===== src/rtl/fp64_vec_unpack.sv =====
// Unpacks beats of LANES IEEE-754 doubles into a stream of single operands
// in accumulator layout {sign, frac, exp}. Zero/denormal and Inf/NaN lanes
// are dropped and counted. At the end of a packet a clear is requested from
// the accumulator once every operand of that packet has been handed over.
//
// Handshake rule for every stream and for clr_valid/clr_ready: a transfer
// happens on a rising clk edge where valid and ready are both 1; a master
// holds valid and its data stable until that edge, and ready may depend
// combinationally on the other side's valid.
module fp64_vec_unpack #(
  parameter int LANES = 8,
  parameter int CNT_W = 16
) (
  input  logic                      clk,
  input  logic                      rstn,
  input  logic [LANES*64+LANES:0]   vec_stream_tdata,
  input  logic                      vec_stream_tvalid,
  output logic                      vec_stream_tready,
  output logic [63:0]               fp64_stream_tdata,
  output logic                      fp64_stream_tvalid,
  input  logic                      fp64_stream_tready,
  output logic                      clr_valid,
  input  logic                      clr_ready,
  output logic [CNT_W-1:0]          drop_cnt,
  output logic                      exc_flag,
  output logic [1:0]                state_dbg
);

  typedef enum logic [1:0] {IDLE = 2'd0, EMIT = 2'd1, CLR = 2'd2} state_t;

  state_t                state, nxt_state;
  logic [LANES-1:0]      pend_mask, nxt_mask;
  logic [LANES*64-1:0]   data_r, nxt_data;
  logic                  last_r, nxt_last;
  logic                  ready_en;

  logic [LANES*64-1:0]   in_data;
  logic [LANES-1:0]      in_keep;
  logic                  in_last;
  logic [LANES-1:0]      in_elig, in_drop, in_exc;
  logic [CNT_W:0]        drop_sum;
  logic [CNT_W-1:0]      drop_nxt;

  logic [LANES-1:0]      cur_onehot, mask_after, nxt_onehot;
  logic                  out_hs, in_acc, last_lane_done, load;
  logic [63:0]           sel_ieee, sel_conv;

  assign in_data = vec_stream_tdata[LANES*64-1:0];
  assign in_keep = vec_stream_tdata[LANES*64 +: LANES];
  assign in_last = vec_stream_tdata[LANES*64+LANES];

  assign state_dbg = state;

  // Classify the incoming lanes and form the saturated drop count.
  always_comb begin
    in_elig  = '0;
    in_drop  = '0;
    in_exc   = '0;
    drop_sum = {1'b0, drop_cnt};
    for (int i = 0; i < LANES; i++) begin
      in_exc[i]  = in_keep[i] && (in_data[64*i+52 +: 11] == 11'h7FF);
      in_drop[i] = in_keep[i] && ((in_data[64*i+52 +: 11] == 11'h000) || in_exc[i]);
      in_elig[i] = in_keep[i] && !in_drop[i];
      drop_sum   = drop_sum + (CNT_W+1)'(in_drop[i]);
    end
    drop_nxt = drop_sum[CNT_W] ? {CNT_W{1'b1}} : drop_sum[CNT_W-1:0];
  end

  // The lane currently on the output is always the lowest pending one.
  assign cur_onehot     = pend_mask & (~pend_mask + {{(LANES-1){1'b0}}, 1'b1});
  assign mask_after     = pend_mask & ~cur_onehot;
  assign out_hs         = fp64_stream_tvalid && fp64_stream_tready;
  assign last_lane_done = (state == EMIT) && out_hs && (mask_after == '0);

  // A new beat is only taken in IDLE or in the very cycle the final lane of a
  // non-last beat leaves, which keeps operands flowing without a bubble.
  assign vec_stream_tready = ready_en &&
                             ((state == IDLE) || (last_lane_done && !last_r));
  assign in_acc = vec_stream_tvalid && vec_stream_tready;

  // Next-state, next-mask and next-beat selection.
  always_comb begin
    nxt_state = state;
    nxt_mask  = pend_mask;
    nxt_data  = data_r;
    nxt_last  = last_r;
    load      = 1'b0;
    case (state)
      IDLE: if (in_acc) load = 1'b1;
      EMIT: begin
        if (out_hs) begin
          nxt_mask = mask_after;
          if (mask_after == '0) begin
            if (last_r)      nxt_state = CLR;
            else if (in_acc) load      = 1'b1;
            else             nxt_state = IDLE;
          end
        end
      end
      CLR:  if (clr_valid && clr_ready) nxt_state = IDLE;
      default: nxt_state = IDLE;
    endcase
    if (load) begin
      nxt_data = in_data;
      nxt_last = in_last;
      nxt_mask = in_elig;
      if (in_elig != '0) nxt_state = EMIT;
      else if (in_last)  nxt_state = CLR;
      else               nxt_state = IDLE;
    end
  end

  // Pick the next operand to present and reorder it to {s, f, e}.
  always_comb begin
    nxt_onehot = nxt_mask & (~nxt_mask + {{(LANES-1){1'b0}}, 1'b1});
    sel_ieee   = '0;
    for (int i = 0; i < LANES; i++) begin
      if (nxt_onehot[i]) sel_ieee = sel_ieee | nxt_data[64*i +: 64];
    end
    sel_conv = {sel_ieee[63], sel_ieee[51:0], sel_ieee[62:52]};
  end

  // All state and registered outputs; reset abandons any pending work.
  always_ff @(posedge clk or negedge rstn) begin
    if (!rstn) begin
      state              <= IDLE;
      pend_mask          <= '0;
      data_r             <= '0;
      last_r             <= 1'b0;
      ready_en           <= 1'b0;
      fp64_stream_tvalid <= 1'b0;
      fp64_stream_tdata  <= '0;
      clr_valid          <= 1'b0;
      drop_cnt           <= '0;
      exc_flag           <= 1'b0;
    end else begin
      state              <= nxt_state;
      pend_mask          <= nxt_mask;
      data_r             <= nxt_data;
      last_r             <= nxt_last;
      ready_en           <= 1'b1;
      fp64_stream_tvalid <= (nxt_state == EMIT);
      fp64_stream_tdata  <= sel_conv;
      clr_valid          <= (nxt_state == CLR);
      if (in_acc) begin
        drop_cnt <= drop_nxt;
        if (in_exc != '0) exc_flag <= 1'b1;
      end
    end
  end

endmodule


===== config.mk =====
export PLATFORM = sky130hd
export DESIGN_NAME = fp64_vec_unpack
export DESIGN_NICKNAME = d
export VERILOG_FILES = /design/src/rtl/fp64_vec_unpack.sv
export SDC_FILE = /design/constraint.sdc
export NUM_CORES = 1
export LEC_CHECK = 0
export ABC_AREA = 1
export CAP_MARGIN = 5
export CORE_ASPECT_RATIO = 0.6
export CORE_MARGIN = 2
export CORE_UTILIZATION = 52
export CTS_BUF_LIST = sky130_fd_sc_hd__clkbuf_16
export DETAILED_ROUTE_END_ITERATION = 7
export HOLD_SLACK_MARGIN = 0.06
export PLACE_DENSITY = 0.91
export SKIP_CTS_REPAIR_TIMING = 1
export SLEW_MARGIN = 15
export SYNTH_ARGS = -nofsm -noshare
export SYNTH_HDL_FRONTEND = slang
export SYNTH_SLANG_ARGS = --single-unit

===== constraint.sdc =====
create_clock -name clk -period 4.9 [get_ports clk]
set_clock_uncertainty 0.05 [all_clocks]
set_input_delay 0.98 -clock clk [delete_from_list [all_inputs] [get_ports clk]]
set_output_delay 0.98 -clock clk [all_outputs]
set_load 0.1 [all_outputs]

=== Word level (Yosys, flattened, before mapping) ===
Cells that the tools add are included.

* Flip-flop bits (word level): 607
* Input bits: 526
* Output and inout bits: 86

* $add $sub $neg: 10
* Eq/ne operators: 12
* Muxes and demuxes: 27
* Bitwise logic cells: 13
* Reductions and logical operators: 62

{| class="wikitable"
|+ Operators by type and width
! cell !! count
|-
| 512-bit 2-to-1 mux || 1
|-
| 64-bit 2-to-1 mux || 8
|-
| 64-bit OR || 7
|-
| 17-bit by 1-bit adder with 17-bit output || 7
|-
| 11-bit equality test (second input constant) || 8
|-
| 11-bit zero test || 8
|-
| 1-bit logical AND || 31
|-
| 8-bit AND || 3
|-
| 8-bit 2-to-1 mux || 3
|-
| 8-bit inverter || 3
|-
| 16-bit by 1-bit adder with 17-bit output || 1
|-
| 8-bit by 1-bit adder with 8-bit output (second input constant) || 2
|-
| 16-bit 2-to-1 mux || 1
|-
| 2-bit 2-to-1 mux || 8
|-
| 8-bit nonzero test || 2
|-
| 1-bit zero test || 9
|-
| 1-bit logical OR || 9
|-
| 8-bit zero test || 1
|-
| 2-bit one-hot mux with 3 select lines || 1
|-
| 2-bit by 1-bit equality test with 1-bit output (second input constant) || 2
|-
| 2-bit equality test (second input constant) || 2
|-
| 1-bit 2-to-1 mux || 4
|-
| 2-bit zero test || 1
|-
| 1-bit one-hot mux with 2 select lines || 1
|-
| 2-bit AND reduction || 1
|}

=== Depth between registers and ports, before layout ===
Gate-level depths: netlist of the first run.

* Depth after elaboration: 35
* Mapped depth: 21
* Depth with buffers taken out: 21

=== Worst setup path after synthesis of the first run ===
Ideal clock, no wire load.

* Kind: input-to-reg
* Start: input vec_stream_tdata[185]
* End: register drop_cnt[13]
* Arrival: 4940 ps
* Data required time: 4767 ps
* Setup slack: -173 ps
* Stages: 16
* Path buffers: 0
* Cell sequence: nand2_1 -> nor4_1 -> nand2_1 -> a21boi_0 -> fa_1 -> inv_1 -> fa_1 -> fa_1 -> fa_1 -> fa_1 -> o21ai_0 -> nand2_1 -> or4_1 -> inv_1 -> o21ai_0 -> o21ai_0

* Longest elaborated chain between the ends: 11
* Elaborated cells between the ends (all ways): 12
* Classes of those cells: add/sub: 6; eq/ne: 1; mux: 1; reduce/logical: 4

{| class="wikitable"
|+ Ends and longest elaborated chain
! what !! RTL line !! RTL
|-
| start, declared || 16 || <nowiki>input logic [LANES*64+LANES:0] vec_stream_tdata,</nowiki>
|-
| 11-bit equality test || 61 || <nowiki>in_exc[i] = in_keep[i] && (in_data[64*i+52 +: 11] == 11'h7FF);</nowiki>
|-
| 1-bit logical AND || 61 ||
|-
| 1-bit logical OR (*) || 62 || <nowiki>in_drop[i] = in_keep[i] && ((in_data[64*i+52 +: 11] == 11'h000) || in_exc[i]);</nowiki>
|-
| 1-bit logical AND (*) || 62 ||
|-
| 17-bit by 1-bit adder with 17-bit output (*) (6 in series) || 64 || <nowiki>drop_sum = drop_sum + (CNT_W+1)'(in_drop[i]);</nowiki>
|-
| 16-bit 2-to-1 mux (*) || 66 || <nowiki>drop_nxt = drop_sum[CNT_W] ? {CNT_W{1'b1}} : drop_sum[CNT_W-1:0];</nowiki>
|-
| end signal, assigned || 146 || <nowiki>drop_cnt <= drop_nxt;</nowiki>
|-
| end, declared || 24 || <nowiki>output logic [CNT_W-1:0] drop_cnt,</nowiki>
|}

Every way passes the cells marked *; elsewhere a longest branch is shown, timed or not.
A chain may end at the register's enable or synchronous reset.

=== Worst setup path in the final report of the first run ===
* Start: input vec_stream_tdata[189]
* End: register drop_cnt[9]

Same word-level chain as after synthesis.

==> results of run 1 <==
-- cells by family after synthesis --
group                      Yosys count  synth area share
buffers and inverters              421           0.06462
other                                1         0.0001316
AOI/OAI and AO/OA                   57           0.01102
xor gates and xnor gates             7          0.002151
adders and majority gates           11          0.006146
and+or+nand+nor                   2618            0.3830
DFF                                607            0.5330
-- sequential cells by signal, summed over array words and instances, names as in the netlist --
name and count:
last_r 1, exc_flag 1, fp64_stream_tvalid 1, data_r 512
drop_cnt 16, ready_en 1, pend_mask 8, clr_valid 1
state_dbg 2, fp64_stream_tdata 64
-- report_power, final --
group	switching (mW)	leakage [nW]	internal [mW]
combinational	8.88	10.8	3.15
sequential	0.720	7.59	7.44
clock	1.99	0.945	2.64
total	11.6	19.4	13.2
-- cell usage in the layout, fill, tap and decap left out, types with 3 or more instances in the layout --
cell             count
diode_2             16
clkinv_4             3
clkinvlp_4           6
clkdlybuf4s50_1    588
ha_1                 6
clkbuf_16           57
nor2_1              84
o21ai_0             39
inv_1              181
buf_12              31
nand2_1           1834
nor3_1              16
inv_2               13
a21oi_1              5
clkinv_2             6
xor2_1               6
nor4_1              15
nor2_2               3
or3_1                3
dfrtp_1            606
nand3b_1             5
nor2_4               8
dlymetal6s2s_1      20
o21ai_2              3
nand3_1            536
bufinv_16           10
clkinv_1            11
nand2_2              7
nor4_2               4
nor4_4               4
buf_4               68
fa_1                 3
nand4_1             90
-- worst max-delay path: cells and delay by family --
kind                     cells  cell delay [ns]
adder cells (fa/ha/maj)      4             1.75
AND/OR/NAND/NOR             13             1.58
buffers and inverters        2             0.64
AO/OA/AOI/OAI                1             0.20
-- metal layers --
| layer | wire (um) | part of all wire | global-route usage | up-vias |
|---|---|---|---|---|
| met5 | 31 | 0.00029 | 0 | - |
| met4 | 3271 | 0.031 | 0.1129 | 4 |
| met3 | 12690 | 0.12 | 0.1054 | 225 |
| met2 | 44680 | 0.42 | 0.5166 | 1730 |
| met1 | 45480 | 0.43 | 0.5402 | 13390 |
| li1 | - | - | - | 12840 |
-- through the flow --
step                power (mW)  setup TNS [ns]  hold slack (ns)  instance area [um^2]
finish                   24.83               0           0.3750                 37670
global route             26.11               0           0.3861                 37650
CTS                      24.50          -5.983           0.3812                 37390
detailed placement       19.79          -15.48           0.4060                 35480
global placement         19.46          -14.84           0.3999                 35480
floorplan                15.62               0           0.3886                 28500
-- worst paths after layout --
| kind | start | to | slack [ns] |
|---|---|---|---|
| min in group clk | data_r[102] | data_r[102] | 0.42 |
| setup / recovery | vec_stream_tdata[189] | drop_cnt[9] | 0.22 |
| setup reg to reg | drop_cnt[0] | drop_cnt[9] | 1.05 |
| hold / removal | rstn | data_r[124] | 0.37 |
| hold reg to reg | data_r[102] | data_r[102] | 0.42 |
| max in group asynchronous | rstn | data_r[396] | 3.37 |
-- area by class of cell --
type / count / area [um^2] / area share
flip-flops and latches: 607 / 15190 / 0.4033
well taps: 714 / 893.4 / 0.02372
repair buffers: 710 / 7298 / 0.1938
clock buffers: 57 / 1426 / 0.03787
clock inverters: 45 / 481.7 / 0.01279
inverters: 187 / 709.4 / 0.01883
diodes: 16 / 40.04 / 0.001063
multi-input cells: 2694 / 11630 / 0.3087
==> metrics.log, run 1 <==
INFO  metric mappedNetlistNets = 4259
INFO  metric post_drt_wl_per_cell = 21.10 um
INFO  metric clock-root-buffer = clkbuf_16
INFO  metric initialDrtViolationCount = just under 4k
INFO  metric ys_top_cells_by_count = 1838 x nand2_1, 607 x dfrtp_1, 538 x nand3_1, 185 x inv_1, 179 x buf_2
INFO  metric detailed_route_via_count = about 28k
INFO  metric synth_area = 28500 um^2
INFO  metric grt_antenna_before_repair = 16
INFO  metric pre_cts_slack = -1.076 ns
INFO  metric drt_pre_antenna_iters = 6
INFO  metric grt_pass1_vias = 26.45k
INFO  metric post_synth_inst_count = roughly 3.7k
INFO  metric count_of_flip_flops_with_a_built_in_enable_after_synthesis = 0
INFO  metric post-place-cells = 4905
INFO  metric run_status = complete, no violations
INFO  metric path_cells = clkdlybuf4s50_1 > nand2_1 > nor2_1 > nand2_1 > a21boi_2 > fa_1 > inv_2 > fa_1 > fa_1 > fa_2 > nand3b_1 > and2_1 > nor2_1 > nor2_1 > nor2_1 > nand2_2 > nor2_4 > nand3_4 > or2_4 > nand3_1
INFO  metric cts_made_buffers = 55
INFO  metric finalSetupViolCount = 0
INFO  metric hpwlAfterDp = 76650 um
INFO  metric final_critical_period = 4.680 ns
INFO  metric synth_async_sr_flop_share = 1.000
INFO  metric synth.yosys.seq_area_share = 0.5330
INFO  metric grt.overflow.total = 0
INFO  metric worst_r2r_path_depth = 15
INFO  metric groute.usage.overall = 0.3649
INFO  metric critical-path-max-stage-delay = 0.51 ns
INFO  metric io_pins = 612
INFO  metric yosys_warnings = 0
INFO  metric final_worst_path_cycle_share = 0.9551
INFO  metric drt-total-wl = 106200 um
INFO  metric power-per-cell-area = 659.2 nW/um^2
INFO  metric biggest_area_consumer_among_synthesized_cells = dfrtp_1
INFO  metric worst_setup_path_end_kind = flop
INFO  metric final-instance-count-excl-fill = 5030
INFO  metric critical_path_arrival = between 5 and 6 ns
INFO  metric area_share_of_the_largest_cell_type_after_synthesis = 0.5330
INFO  metric peakVddDrop = 0.0005077 V
INFO  metric biggest_area_contributors_in_the_synthesized_netlist = dfrtp_1 53%, nand2_1 24%, nand3_1 9.4%
INFO  metric postLayoutCoreUtil = 0.6953
INFO  metric timing.max_slew.rel_slack = 0.2383
INFO  metric floorplan.die_area = roughly 57000 um^2
INFO  metric min-delay-path-class = input port to async pin
INFO  metric report.final.hold_viol_count = 0
INFO  metric postSynthAreaPerCell = 7.657 um^2
INFO  metric total_leakage_power = 19.36 nW
INFO  metric worstSetupPathType = input port to flop
INFO  metric global_route_wire_length_before_repair = 156900 um
INFO  metric gp_congestion = 1.015
INFO  metric share_of_final_layout_standard_cells_stronger_than_drive_strength_1 = 0.05558
INFO  metric filler_cell_count = 4165
INFO  metric grt_start_max_net_pins = 112
INFO  metric area_growth_syn_to_layout = 32.17%
INFO  metric yosysMostFrequentCell = nand2_1
INFO  metric floorplan.rows = between 60 and 70
INFO  metric clkSlewWorstSetupHoldPaths = 0.07 ns
INFO  metric design.final.nets = 4792
INFO  metric rsz0062_at_grt = no
INFO  metric io_buffer_count = 611
INFO  metric clock_insertion_delay_worst_skew = 0.60 ns
INFO  metric die_w = 306.2 um
INFO  metric cts.sink_count = approximately 610
INFO  metric worstSetupStartpointType = input port
INFO  metric drcViolationCount = 0
INFO  metric cts-htree-levels = 2
INFO  metric crit_path_top_delay_cell = clkdlybuf4s50_1
INFO  metric max-cap-violations = 0
INFO  metric synth_top_flop_cell = dfrtp_1
INFO  metric ys_types = 36
INFO  metric die-height = around 190 um
INFO  metric initial_util = 0.5261
INFO  metric cp_common_cell = nor2_1
INFO  metric required = 5.37 ns
INFO  metric slew_viol_final = 0
INFO  metric detailed_route_vias_per_instance = between 5 and 6
INFO  metric drt.antenna.violating_nets = 0
INFO  metric crit_fanout = 6
INFO  metric final_critical_path_setup_slack = 0.2199 ns
INFO  metric max_slew.worst_pin.slew = 1.139 ns
INFO  metric synth_seq_cells = 607
INFO  metric cts_tree = done
INFO  metric cts_max_path_buffers = 3
INFO  metric core-area = 54170 um^2
INFO  metric maxClockFrequency = 213.7 MHz
Note: power is estimated with default switching activity, not from simulation.
==> run 2, diff against run 1 <==
--- a/config.mk
+++ b/config.mk
@@ -14,7 +14,6 @@
 export DETAILED_ROUTE_END_ITERATION = 7
 export HOLD_SLACK_MARGIN = 0.06
 export PLACE_DENSITY = 0.91
-export SKIP_CTS_REPAIR_TIMING = 1
 export SLEW_MARGIN = 15
 export SYNTH_ARGS = -nofsm -noshare
 export SYNTH_HDL_FRONTEND = slang
==> run 2 against run 1 <==
Compared with the run above: clock power barely moved; maximum frequency decreased by 3.1%; critical path type unchanged; utilization rose by 0.17 points; die area stayed put.
==> metrics.log, run 2 (synthesis gave the netlist of run 1 again) <==
INFO  metric run_status = complete, no violations
INFO  metric grt_start_max_net_pins = 112 (unchanged)
INFO  metric post-place-cells = 4905 (unchanged)
INFO  metric die-height = 185.3 um (unchanged)
INFO  metric share_of_final_layout_standard_cells_stronger_than_drive_strength_1 = 0.06101 (+0.005425)
INFO  metric die_w = 306.2 um (unchanged)
INFO  metric power-per-cell-area = 660.8 nW/um^2 (+0.23%)
INFO  metric largest_register_ff_count = 512 (unchanged)
INFO  metric clock-root-buffer = clkbuf_16
INFO  metric grt_pass1_vias = 26.58k (+0.49%)
INFO  metric drt-total-wl = 106400 um (+0.20%)
INFO  metric worst_setup_path_end_kind = flop
INFO  metric gp_congestion = 1.015 (unchanged)
INFO  metric detailed_route_vias_per_instance = 5.594 (-0.17%)
INFO  metric critical_path_arrival = 5.24 ns (+0.09 ns)
INFO  metric max_slew.worst_pin.slew = 1.133 ns (-0.006000 ns)
INFO  metric largest_reg_by_ff_count = data_r
INFO  metric reg2reg_from = drop_cnt[0]
INFO  metric report.final.hold_viol_count = 0 (unchanged)
INFO  metric ff2ff_setup_slack = 0.95 ns (-0.10 ns)
INFO  metric grt.overflow.total = 0 (unchanged)
INFO  metric clock_insertion_delay_worst_skew = 0.60 ns (about the same)
INFO  metric initialDrtViolationCount = 3817 (-0.65%)
INFO  metric min-delay-path-class = input port to async pin
INFO  metric total_power = 24.95 mW (+0.48%)
INFO  metric maxClockFrequency = 207.1 MHz (-3.1%)
INFO  metric worstSetupPathType = input port to flop
INFO  metric post_drt_wl_per_cell = 21.10 um (about the same)
INFO  metric final_critical_period = 4.828 ns (+0.1476 ns)
INFO  metric io_buffer_count = 611 (unchanged)
INFO  metric groute.usage.overall = 0.3664 (+0.001539)
INFO  metric total_leakage_power = 19.38 nW (+0.13%)
INFO  metric cts-htree-levels = 2 (unchanged)
INFO  metric drt.antenna.violating_nets = 0 (unchanged)
INFO  metric floorplan.die_area = 56760 um^2 (unchanged)
INFO  metric crit_fanout = 63 (+57)
INFO  metric global_route_wire_length_before_repair = 157600 um (+0.42%)
INFO  metric cts_hold_buffers = 0
INFO  metric post_dp_cell_area = 35480 um^2 (unchanged)
INFO  metric cts_made_buffers = 55 (unchanged)
INFO  metric clkSlewWorstSetupHoldPaths = 0.07 ns (about the same)
INFO  metric peakVddDrop = 0.0005036 V (-0.80%)
INFO  metric cts_max_path_buffers = 3 (unchanged)
INFO  metric worst_r2r_path_depth = 12 (-3)
INFO  metric drcViolationCount = 0 (unchanged)
INFO  metric drt_pre_antenna_iters = 8 (+2)
INFO  metric core-area = 54170 um^2 (unchanged)
INFO  metric detailed_route_via_count = 28.19k (+0.028%)
INFO  metric finalSetupViolCount = 0 (unchanged)
INFO  metric hpwlAfterDp = 76650 um (unchanged)
INFO  metric max-cap-violations = 0 (unchanged)
INFO  metric final-instance-count-excl-fill = 5040 (+0.20%)
INFO  metric cts.sink_count = 607 (unchanged)
INFO  metric required = 5.31 ns (-0.06 ns)
INFO  metric cts_tree = done
INFO  metric postLayoutCoreUtil = 0.6970 (+0.001709)
INFO  metric worstSetupStartpointType = input port
INFO  metric r2r_end = drop_cnt[13]
INFO  metric final_worst_path_cycle_share = 0.9853 (+0.03013)
INFO  metric area_growth_syn_to_layout = 32.49%
INFO  metric initial_util = 0.5261 (unchanged)
INFO  metric commonest_cells_after_routing_fill_and_taps_aside = 1835 x nand2_1, 606 x dfrtp_1, 584 x clkdlybuf4s50_1
INFO  metric slew_viol_final = 0 (unchanged)
INFO  metric io_pins = 612 (unchanged)
INFO  metric design.final.nets = 4803 (+0.23%)
INFO  metric largest_registers = data_r: 512 flops, fp64_stream_tdata: 64 flops, drop_cnt: 16 flops
INFO  metric floorplan.rows = 66 (unchanged)
INFO  metric layout.cells.most_common = nand2_1
INFO  metric timing.max_slew.rel_slack = 0.2423 (+0.004013)
INFO  metric grt_antenna_before_repair = 16 (unchanged)
INFO  metric postLayoutCellArea = 37760 um^2 (+0.25%)
run 2: changes by cell type in the layout (fill, tap and decap cells not counted), moves of 2 or more:
| cell | before | now |
|---|---|---|
| clkdlybuf4s50_1 | 588 | 584 |
| buf_4 | 68 | 79 |
| nor2_1 | 84 | 75 |
| inv_2 | 13 | 15 |
| nor2_2 | 3 | 10 |
| nor2_4 | 8 | 10 |
| dlygate4sd2_1 | 0 | 7 |
| dlymetal6s2s_1 | 20 | 15 |
| inv_1 | 181 | 179 |
run 2: timing repair:
| item | in CTS | in global routing |
|---|---|---|
| pin swaps | 17 | 20 |
| resized for setup | 32 | 46 |
| buffers inserted | 13 | 5 |
| endpoints found under the setup margin | 16 | 80 |
run 2: report_power, final:
part / switching, mW / leakage, nW / internal, mW / total [mW]
Sequential: 0.722 / 7.59 / 7.44 / 8.17
Combinational: 8.92 / 10.8 / 3.23 / 12.2
Clock: 2.00 / 0.945 / 2.64 / 4.63
Total: 11.6 / 19.4 / 13.3 / 25.0
run 2: worst max-delay path, stage by stage:
cell and delay (ns):
dlygate4sd2_1 0.26, inv_2 0.07, nor4_4 0.27, nand3_2 0.15, buf_4 0.17, buf_4 0.12
buf_4 0.12, buf_4 0.12, buf_4 0.12, buf_4 0.12, buf_4 0.12, buf_4 0.12
buf_4 0.12, buf_4 0.13, buf_4 0.12, buf_4 0.12, buf_4 0.15, nand3_1 0.20
inv_1 0.07, nand4_1 0.10, nand2_2 0.15, buf_12 0.24, nand2_1 0.14, nand2_1 0.08
inv_1 0.09, nand3_1 0.27, nor2_1 0.38, nand2_1 0.08
run 2: how the worst max path moves through the flow:
stage,slack (ns),depth (start not counted),endpoint,start
5_1_grt,-0.05,20,drop_cnt[9],vec_stream_tdata[59]
3_5_place_dp,-1.08,17,drop_cnt[13],vec_stream_tdata[56]
6_report,0.07,28,fp64_stream_tdata[1],vec_stream_tdata[55]
3_3_place_gp,-1.04,17,drop_cnt[13],vec_stream_tdata[56]
2_1_floorplan,0.01,16,drop_cnt[13],vec_stream_tdata[52]
4_1_cts,0.0005,20,drop_cnt[9],vec_stream_tdata[62]
run 2: area by class of cell:
type                    count  area, um^2
well taps                 714       893.4
flip-flops and latches    607       15190
clock buffers              57        1426
fillers                  4149       16410
inverters                 187       709.4
diodes                     15       37.54
clock inverters            45       481.7
repair buffers            721        7363
multi-input cells        2694       11660
run 2: layer usage:
metal	wire length [um]	vias up	global-route usage
met2	44670	1715	0.5200
met1	44860	13400	0.5399
li1	-	12850	-
met5	34	-	0
met4	3531	4	0.1143
met3	13270	226	0.1076
run 2: through the flow:
step / hold slack [ns] / worst slack, ns / TNS, ns
floorplan: 0.3886 / 0.01284 / 0
global placement: 0.3999 / -1.041 / -14.84
detailed placement: 0.4060 / -1.076 / -15.48
CTS: 0.3812 / 0.0005351 / 0
global route: 0.3904 / -0.04717 / -0.5070
finish: 0.3555 / 0.07222 / 0
